**config.mk**
```make
export PLATFORM = sky130hd
export DESIGN_NAME = ncore_result_dump
export DESIGN_NICKNAME = d
export VERILOG_FILES = /design/src/rtl/ncore_result_dump.sv
export SDC_FILE = /design/constraint.sdc
export NUM_CORES = 1
export LEC_CHECK = 0
export ABC_CLOCK_PERIOD_IN_PS = 2900
export CAP_MARGIN = 10
export CORE_MARGIN = 1.5
export CORE_UTILIZATION = 45
export CTS_BUF_LIST = sky130_fd_sc_hd__clkbuf_16
export CTS_CLUSTER_SIZE = 12
export DETAILED_ROUTE_END_ITERATION = 12
export PLACE_DENSITY_LB_ADDON = 0.25
export SYNTH_ARGS = -nofsm -noshare
export SYNTH_HDL_FRONTEND = slang
export SYNTH_SLANG_ARGS = --single-unit
export TNS_END_PERCENT = 1
```
**constraint.sdc**
```tcl
create_clock -name clk_i -period 2.9 [get_ports clk_i]
set_input_delay 0.58 -clock clk_i [delete_from_list [all_inputs] [get_ports clk_i]]
set_output_delay 0.58 -clock clk_i [all_outputs]
set_load 0.03 [all_outputs]
```
**src/rtl/ncore_result_dump.sv**
```systemverilog
// ncore_result_dump
//   Once a program run has finished, reads the result window at the top of
//   the core's data RAM (TOP_ADDR downwards, DUMP_LEN bytes, addresses wrap
//   modulo 2^AW) and streams it out as a valid/ready byte stream.
//
//   Build option NCORE_DUMP_ASCII_EN: each RAM byte is emitted as two
//   lowercase hex characters plus a space, and the dump ends with a newline.
//   Without it, raw bytes are emitted with no separators.
//
// Ports
//   clk_i        rising-edge clock
//   rst_i        synchronous active-high reset
//   start_i      single-cycle dump request, only looked at while idle
//   busy_o       high from the first read cycle until the done cycle ends
//   done_o       one-cycle completion pulse
//   ram_rd_en_o  RAM read strobe
//   ram_addr_o   RAM read address (holds its last value between reads)
//   ram_rdata_i  RAM read data, one cycle after ram_rd_en_o
//   out_valid_o  output byte valid
//   out_data_o   output byte
//   out_ready_i  downstream accept
//   out_last_o   final byte of the dump, qualified by out_valid_o
module ncore_result_dump #(
    parameter int AW       = 8,
    parameter int TOP_ADDR = 255,
    parameter int DUMP_LEN = 64
) (
    input  logic          clk_i,
    input  logic          rst_i,
    input  logic          start_i,
    output logic          busy_o,
    output logic          done_o,
    output logic          ram_rd_en_o,
    output logic [AW-1:0] ram_addr_o,
    input  logic [7:0]    ram_rdata_i,
    output logic          out_valid_o,
    output logic [7:0]    out_data_o,
    input  logic          out_ready_i,
    output logic          out_last_o
);

    localparam int             CW       = (DUMP_LEN > 1) ? $clog2(DUMP_LEN) : 1;
    localparam logic [CW-1:0]  LAST_CNT = CW'(DUMP_LEN - 1);
    localparam logic [AW-1:0]  TOP_A    = AW'(TOP_ADDR);

`ifdef NCORE_DUMP_ASCII_EN
    typedef enum logic [2:0] {
        S_IDLE, S_READ, S_WAIT, S_HI, S_LO, S_SP, S_NL, S_DONE
    } state_t;

    // Lowercase hex digit for one nibble.
    function automatic logic [7:0] hex_chr(input logic [3:0] n);
        return (n < 4'd10) ? (8'h30 + {4'h0, n}) : (8'h57 + {4'h0, n});
    endfunction

    logic [3:0] lo_q, lo_d;   // low nibble parked while the high digit is out
`else
    typedef enum logic [2:0] {
        S_IDLE, S_READ, S_WAIT, S_HOLD, S_DONE
    } state_t;
`endif

    state_t        state_q, state_d;
    logic [CW-1:0] count_q, count_d;
    logic [AW-1:0] addr_q, addr_d;
    logic [7:0]    data_q, data_d;
    logic          hs;
    logic          is_last;
    logic [CW-1:0] cnt_inc;

    assign busy_o      = (state_q != S_IDLE);
    assign done_o      = (state_q == S_DONE);
    assign ram_rd_en_o = (state_q == S_READ);
    assign ram_addr_o  = addr_q;
    assign out_data_o  = data_q;
    assign is_last     = (count_q == LAST_CNT);
    assign cnt_inc     = count_q + CW'(1);
`ifdef NCORE_DUMP_ASCII_EN
    assign out_valid_o = (state_q == S_HI) || (state_q == S_LO) ||
                         (state_q == S_SP) || (state_q == S_NL);
    assign out_last_o  = (state_q == S_NL);
`else
    assign out_valid_o = (state_q == S_HOLD);
    assign out_last_o  = (state_q == S_HOLD) && is_last;
`endif
    assign hs = out_valid_o && out_ready_i;

    always_comb begin
        state_d = state_q;
        count_d = count_q;
        addr_d  = addr_q;
        data_d  = data_q;
`ifdef NCORE_DUMP_ASCII_EN
        lo_d    = lo_q;
`endif
        case (state_q)
            S_IDLE: begin
                if (start_i) begin
                    state_d = S_READ;
                    count_d = '0;
                    addr_d  = TOP_A;
                end
            end
            S_READ: state_d = S_WAIT;
`ifdef NCORE_DUMP_ASCII_EN
            S_WAIT: begin
                data_d  = hex_chr(ram_rdata_i[7:4]);
                lo_d    = ram_rdata_i[3:0];
                state_d = S_HI;
            end
            S_HI: if (hs) begin
                data_d  = hex_chr(lo_q);
                state_d = S_LO;
            end
            S_LO: if (hs) begin
                data_d  = 8'h20;
                state_d = S_SP;
            end
            S_SP: if (hs) begin
                if (is_last) begin
                    data_d  = 8'h0A;
                    state_d = S_NL;
                end else begin
                    count_d = cnt_inc;
                    addr_d  = TOP_A - AW'(cnt_inc);
                    state_d = S_READ;
                end
            end
            S_NL: if (hs) state_d = S_DONE;
`else
            S_WAIT: begin
                data_d  = ram_rdata_i;
                state_d = S_HOLD;
            end
            S_HOLD: if (hs) begin
                if (is_last) begin
                    state_d = S_DONE;
                end else begin
                    count_d = cnt_inc;
                    // address arithmetic wraps naturally in AW bits
                    addr_d  = TOP_A - AW'(cnt_inc);
                    state_d = S_READ;
                end
            end
`endif
            S_DONE:  state_d = S_IDLE;
            default: state_d = S_IDLE;
        endcase
    end

    always_ff @(posedge clk_i) begin
        if (rst_i) begin
            state_q <= S_IDLE;
            count_q <= '0;
            addr_q  <= '0;
            data_q  <= '0;
`ifdef NCORE_DUMP_ASCII_EN
            lo_q    <= '0;
`endif
        end else begin
            state_q <= state_d;
            count_q <= count_d;
            addr_q  <= addr_d;
            data_q  <= data_d;
`ifdef NCORE_DUMP_ASCII_EN
            lo_q    <= lo_d;
`endif
        end
    end

endmodule

```
Word level (Yosys, flattened, before mapping)
Index checks and enable logic that the tools add are counted.
{"block": "totals", "ff_bits": 25, "latch_bits": 0, "ramBits": 0, "mem_bits_ro": 0, "output_inout_bits": 21, "word_cells": 33, "mem_count": 0}
{"block": "op_classes", "n_addsub": 2, "n_mul": 0, "div_mod_pow": 0, "n_lt_le_gt_ge": 0, "n_eq_ne": 8, "shifts": 0, "mux": 12, "bitwise": 0, "reduce_logical": 7}
{"cell": "two-way mux 8 bit", "n": 3}
{"cell": "two-way mux 6 bit", "n": 3}
{"cell": "case mux 8 bit (2 select lines)", "n": 1}
{"cell": "case mux 3 bit (4 select lines)", "n": 1}
{"cell": "case mux 6 bit (2 select lines)", "n": 1}
{"cell": "two-way mux 3 bit", "n": 3}
{"cell": "subtractor 1 x 7 -> 8 bit, first input constant", "n": 1}
{"cell": "adder 6 x 1 -> 6 bit, second input constant", "n": 1}
{"cell": "equality test 3 x 2 -> 1 bit, second input constant", "n": 2}
{"cell": "equality test 6 bit, second input constant", "n": 1}
{"cell": "inequality test 2 bit, second input constant", "n": 2}
{"cell": "AND reduction 4 bit", "n": 1}
{"cell": "equality test 3 x 1 -> 1 bit, second input constant", "n": 1}
{"cell": "equality test 3 bit, second input constant", "n": 1}
{"cell": "logical NOT 3 bit", "n": 1}
{"cell": "nonzero test 3 bit", "n": 1}
{"cell": "logical AND 1 bit", "n": 2}
{"cell": "inequality test 2 x 1 -> 1 bit, second input constant", "n": 1}
{"cell": "AND reduction 2 bit", "n": 1}
{"cell": "nonzero test 2 bit", "n": 1}

Depth between registers and ports, before layout
{"block": "logic_depth", "word_depth": 5, "depth_mapped": 5}

Least setup slack after synthesis
OpenSTA, ideal clock, no wires.
{"block": "synth_timing", "path_kind": "reg-to-output", "start": "register count_q[0]", "end": "output out_last_o", "arrival_time_ps": 1329, "required_time_ps": 2320, "setup_slack_ps": 991, "path_stages_with_launch": 5, "cell_sequence": "dfxtp_1 ha_1 and3_1 nand3_1 nor2_1"}
{"block": "synth_between", "elab_chain_len": 2}
{"item": "start: declaration", "line_no": "64", "rtl": "logic [CW-1:0] count_q, count_d;"}
{"item": "start signal: assignment", "line_no": "162", "rtl": "count_q <= count_d;"}
{"item": "equality test 6 bit", "line_no": "76", "rtl": "assign is_last = (count_q == LAST_CNT);"}
{"item": "logical AND 1 bit", "line_no": "84", "rtl": "assign out_last_o = (state_q == S_HOLD) && is_last;"}
{"item": "end: declaration", "line_no": "39", "rtl": "output logic out_last_o"}
No other way between the ends.

Worst setup path in the final report
Same ends and word-level chain as after synthesis.

==> impl_table.tex <==
\begin{tabular}{lr}
\hline
Metric & Value \\
\hline
\multicolumn{2}{l}{\textbf{Pwr}} \\
\quad Gate power share & 0.196 \\
\quad Worst supply voltage drop on vdd & 0.387 mV \\
\quad Total power & 0.000948 W \\
\quad Internal Power & 0.000711 W \\
\quad Sequential group share of total power & 0.392 \\
\quad Standby leakage power & 0.596 nW \\
\quad Ratio of total power to cell area & 636 nW/um\^{}2 \\
\quad Net switching power of the design & 0.000237 W \\
\quad Part of the power in the clock network & 0.412 \\
\quad Switching power share of the total & 0.250 \\
\multicolumn{2}{l}{\textbf{Global route}} \\
\quad Number of antenna violations at the first check in global routing & 0 \\
\quad All-layer global routing usage & 0.209 \\
\quad Pin count of the biggest net entering global routing & 15 \\
\quad GR Overflow Total & 0 \\
\quad Via count of the first global-routing pass & 946 \\
\quad Global-route wire length before repair & 4140 um \\
\multicolumn{2}{l}{\textbf{Placement}} \\
\quad Final HPWL from detailed placement & 1660 um \\
\quad Global placer's final weighted congestion & 0.807 \\
\quad Port-buffer cells & 32 \\
\multicolumn{2}{l}{\textbf{Drt}} \\
\quad Routed wire length per instance & 13.8 um \\
\quad DRT iter0 DRCs & 23 \\
\quad Antenna viol nets, final & 0 \\
\quad Detailed Route WL & 2390 um \\
\quad DRT Pass-1 Iters & 4 \\
\quad DRC violation count after routing & 0 \\
\quad Count of vias placed by the detailed router & 939 \\
\quad Vias/cell & 5.43 \\
\multicolumn{2}{l}{\textbf{Finish}} \\
\quad Synthesis-to-finish area growth & 37.7\% \\
\quad Number of fillers in the final layout & 206 \\
\quad Fin nets & 159 \\
\quad Fraction of layout instances using a drive strength above 1 & 0.0483 \\
\quad ANT cells & 0 \\
\multicolumn{2}{l}{\textbf{STA}} \\
\quad Finish-stage setup viols & 0 \\
\quad Unrepaired setup endpoints after global routing & no \\
\quad Peak Freq & 377 MHz \\
\quad Final hold violation count & 0 \\
\quad Worst relative slew slack & 0.548 \\
\quad Min Tclk post-route & 2650 ps \\
\quad Final count of pins violating max slew & 0 \\
\quad Portion of the clock cycle consumed by the worst path in the final layout & 0.914 \\
\quad Setup clock skew after layout & 6.51 ps \\
\quad Final total negative setup slack & 0 ps \\
\quad Transition at the pin with the smallest max-transition slack & 672 ps \\
\multicolumn{2}{l}{\textbf{Critical path}} \\
\quad Crit Reg-Reg Startpoint & count\_q[0] \\
\quad Capture point of the worst reg-to-reg path & ram\_addr\_o[1] \\
\quad Largest fanout on the critical path & 5 \\
\quad Crit end category & primary output \\
\quad Slack of the worst reg-to-reg path & 1010 ps \\
\quad Kind of critical path & register to primary output \\
\quad Worst r2r path cells & 5 \\
\quad Setup crit start kind & register \\
\quad Data required time at the worst endpoint & 2320 ps \\
\quad Arrival time at the worst endpoint & 2070 ps \\
\multicolumn{2}{l}{\textbf{Yosys}} \\
\quad EDFF count, synth & 0 \\
\quad Avg Cell Area, Syn & 9.41 sq um \\
\quad Count leader, synth & dfxtp\_1 \\
\quad Leading cell types by total area after synthesis & dfxtp\_1, mux2i\_1, nor2\_1, o211a\_1, o21ai\_0 \\
\quad Number of instances in the synthesized netlist & 115 \\
\quad Mapped Nets & 128 \\
\quad Cell Area, Synth & 1080 sq um \\
\quad Number of synthesis warnings & 0 \\
\quad Share of the synthesized area in the top cell type & 0.444 \\
\quad Async set-or-reset flop fraction in the synthesized netlist & 0 \\
\quad Top cells by count, synth & dfxtp\_1, nor2\_1, mux2i\_1, o21ai\_0 \\
\quad Flip-flop and latch count after synthesis & 24 \\
\quad Largest area contributor in the netlist & dfxtp\_1 \\
\quad Unique masters post-synth & 38 \\
\quad Seq/Total Area, Yosys & 0.444 \\
\quad Most used DFF post-synth & dfxtp\_1 \\
\multicolumn{2}{l}{\textbf{Worst hold path}} \\
\quad Worst min-delay path endpoint & ram\_addr\_o[0] \\
\quad Worst Min Path Start & ram\_addr\_o[0] \\
\quad WHS Path Cells & 1 \\
\quad Class of the worst hold path & register to register \\
\multicolumn{2}{l}{\textbf{CTS}} \\
\quad Clock insertion delay at the later pin of the skew report & 260 ps \\
\quad CTS Buffer Depth & 2 \\
\quad Post\_cts resized & 0 \\
\quad Clock tree root buffer cell & clkbuf\_16 \\
\quad CTS Buf Count & 3 \\
\quad Clock-pin slew on the worst setup and hold paths & 60 ps \\
\quad Setup fix buffers added after clock tree synthesis & 0 \\
\quad Clock tree from TritonCTS & yes \\
\quad Clock net sink count & 24 \\
\quad Post-cts hold buffer count & 0 \\
\quad Number of H-tree levels & 1 \\
\multicolumn{2}{l}{\textbf{Die}} \\
\quad Floorplan die width & 52.0 um \\
\quad Number of rows in the core area & 17 \\
\quad Effective utilization at floorplan & 0.485 \\
\quad Die area & 2710 sq um \\
\quad Vertical extent of the die & 52.0 um \\
\quad I/O pin cnt & 33 \\
\quad Standard cell core area & 2230 sq um \\
\multicolumn{2}{l}{\textbf{Flow run}} \\
\quad Number of maximum-capacitance constraint violations & 0 \\
\multicolumn{2}{l}{\textbf{Outcome}} \\
\quad Outcome & finished, final reports clean \\
\hline
\end{tabular}
==> power groups by stage <==
stage	Sequential, W	Clock [W]	Combinational (W)
after floorplan	0.000412	0	0.0000834
after global placement	0.000377	0	0.000184
after detailed placement	0.000379	0	0.000185
after CTS	0.000372	0.000398	0.000187
after global routing	0.000375	0.000410	0.000199
final	0.000372	0.000391	0.000186
==> cell families (layout without fill, tap and decap cells) <==
group           after synthesis  in the layout  share of synthesized area
compound gates               26             26                      0.171
xor+xnor                      5              5                     0.0405
fa+ha+maj                     1              1                     0.0116
buf+inv                      13             43                     0.0798
flops                        24             24                      0.444
mux                           8              8                     0.0740
simple gates                 38             38                      0.179
==> layout make-up <==
| cell class | count | area [sq um] | area share |
|---|---|---|---|
| multi-input cells | 78 | 515 | 0.346 |
| inverters | 5 | 18.8 | 0.0126 |
| clock inverters | 1 | 30.0 | 0.0202 |
| flip-flops and latches | 24 | 480 | 0.322 |
| clock buffers | 3 | 75.1 | 0.0504 |
| well taps | 28 | 35.0 | 0.0235 |
| repair buffers | 34 | 335 | 0.225 |
==> through the flow <==
| step | util | hold slack (ps) | setup slack [ps] | area, sq um | instances |
|---|---|---|---|---|---|
| after floorplan | - | 468 | 991 | 1080 | 115 |
| after global placement | 0.620 | 450 | 525 | 1390 | 169 |
| after detailed placement | 0.620 | 453 | 502 | 1390 | 169 |
| after CTS | 0.667 | 465 | 245 | 1490 | 173 |
| after global routing | 0.667 | 481 | 133 | 1490 | 173 |
| final | 0.667 | 464 | 250 | 1490 | 173 |
==> cells in the final DEF, fill, tap and decap left out, types with 2 or more instances in the layout <==
cell / n
a21oi_1: 5
a31oi_1: 2
clkbuf_16: 3
mux2i_1: 8
nand3_1: 3
o211a_1: 4
inv_1: 5
buf_4: 2
clkdlybuf4s50_1: 32
or3_1: 2
nor2_1: 15
o21a_1: 2
xor2_1: 2
nor3b_1: 3
dfxtp_1: 24
xnor2_1: 3
nand2_1: 5
a211oi_1: 2
o21ai_0: 6
==> registers in the layout, summed over array words and instances (netlist names) <==
register and flops:
out_data_o 8, ram_addr_o 7, count_q 6, state_q 3
==> critical path: stages (launching register included) <==
cell	delay [ps]
dfxtp_1	400
ha_1	220
and3_1	250
nand3_1	110
nor2_1	140
clkdlybuf4s50_1	690
==> worst max path at each step <==
stage               cells past startpoint        start             to  slack, ps
floorplan                               4   count_q[0]     out_last_o        990
global placement                        5  out_ready_i  ram_addr_o[5]        520
detailed placement                      5  out_ready_i  ram_addr_o[4]        500
CTS                                     5   count_q[0]     out_last_o        250
global route                            5   count_q[0]     out_last_o        130
finish                                  5   count_q[0]     out_last_o        250
==> layer usage <==
layer  wire length [um]  track usage  vias up
li1                   -            -      463
met1               1050        0.252      434
met2               1170        0.342       36
met3                119       0.0489        6
met4                 55        0.114        0
met5                  0            0        -
Power figures use the tool's default switching activity.
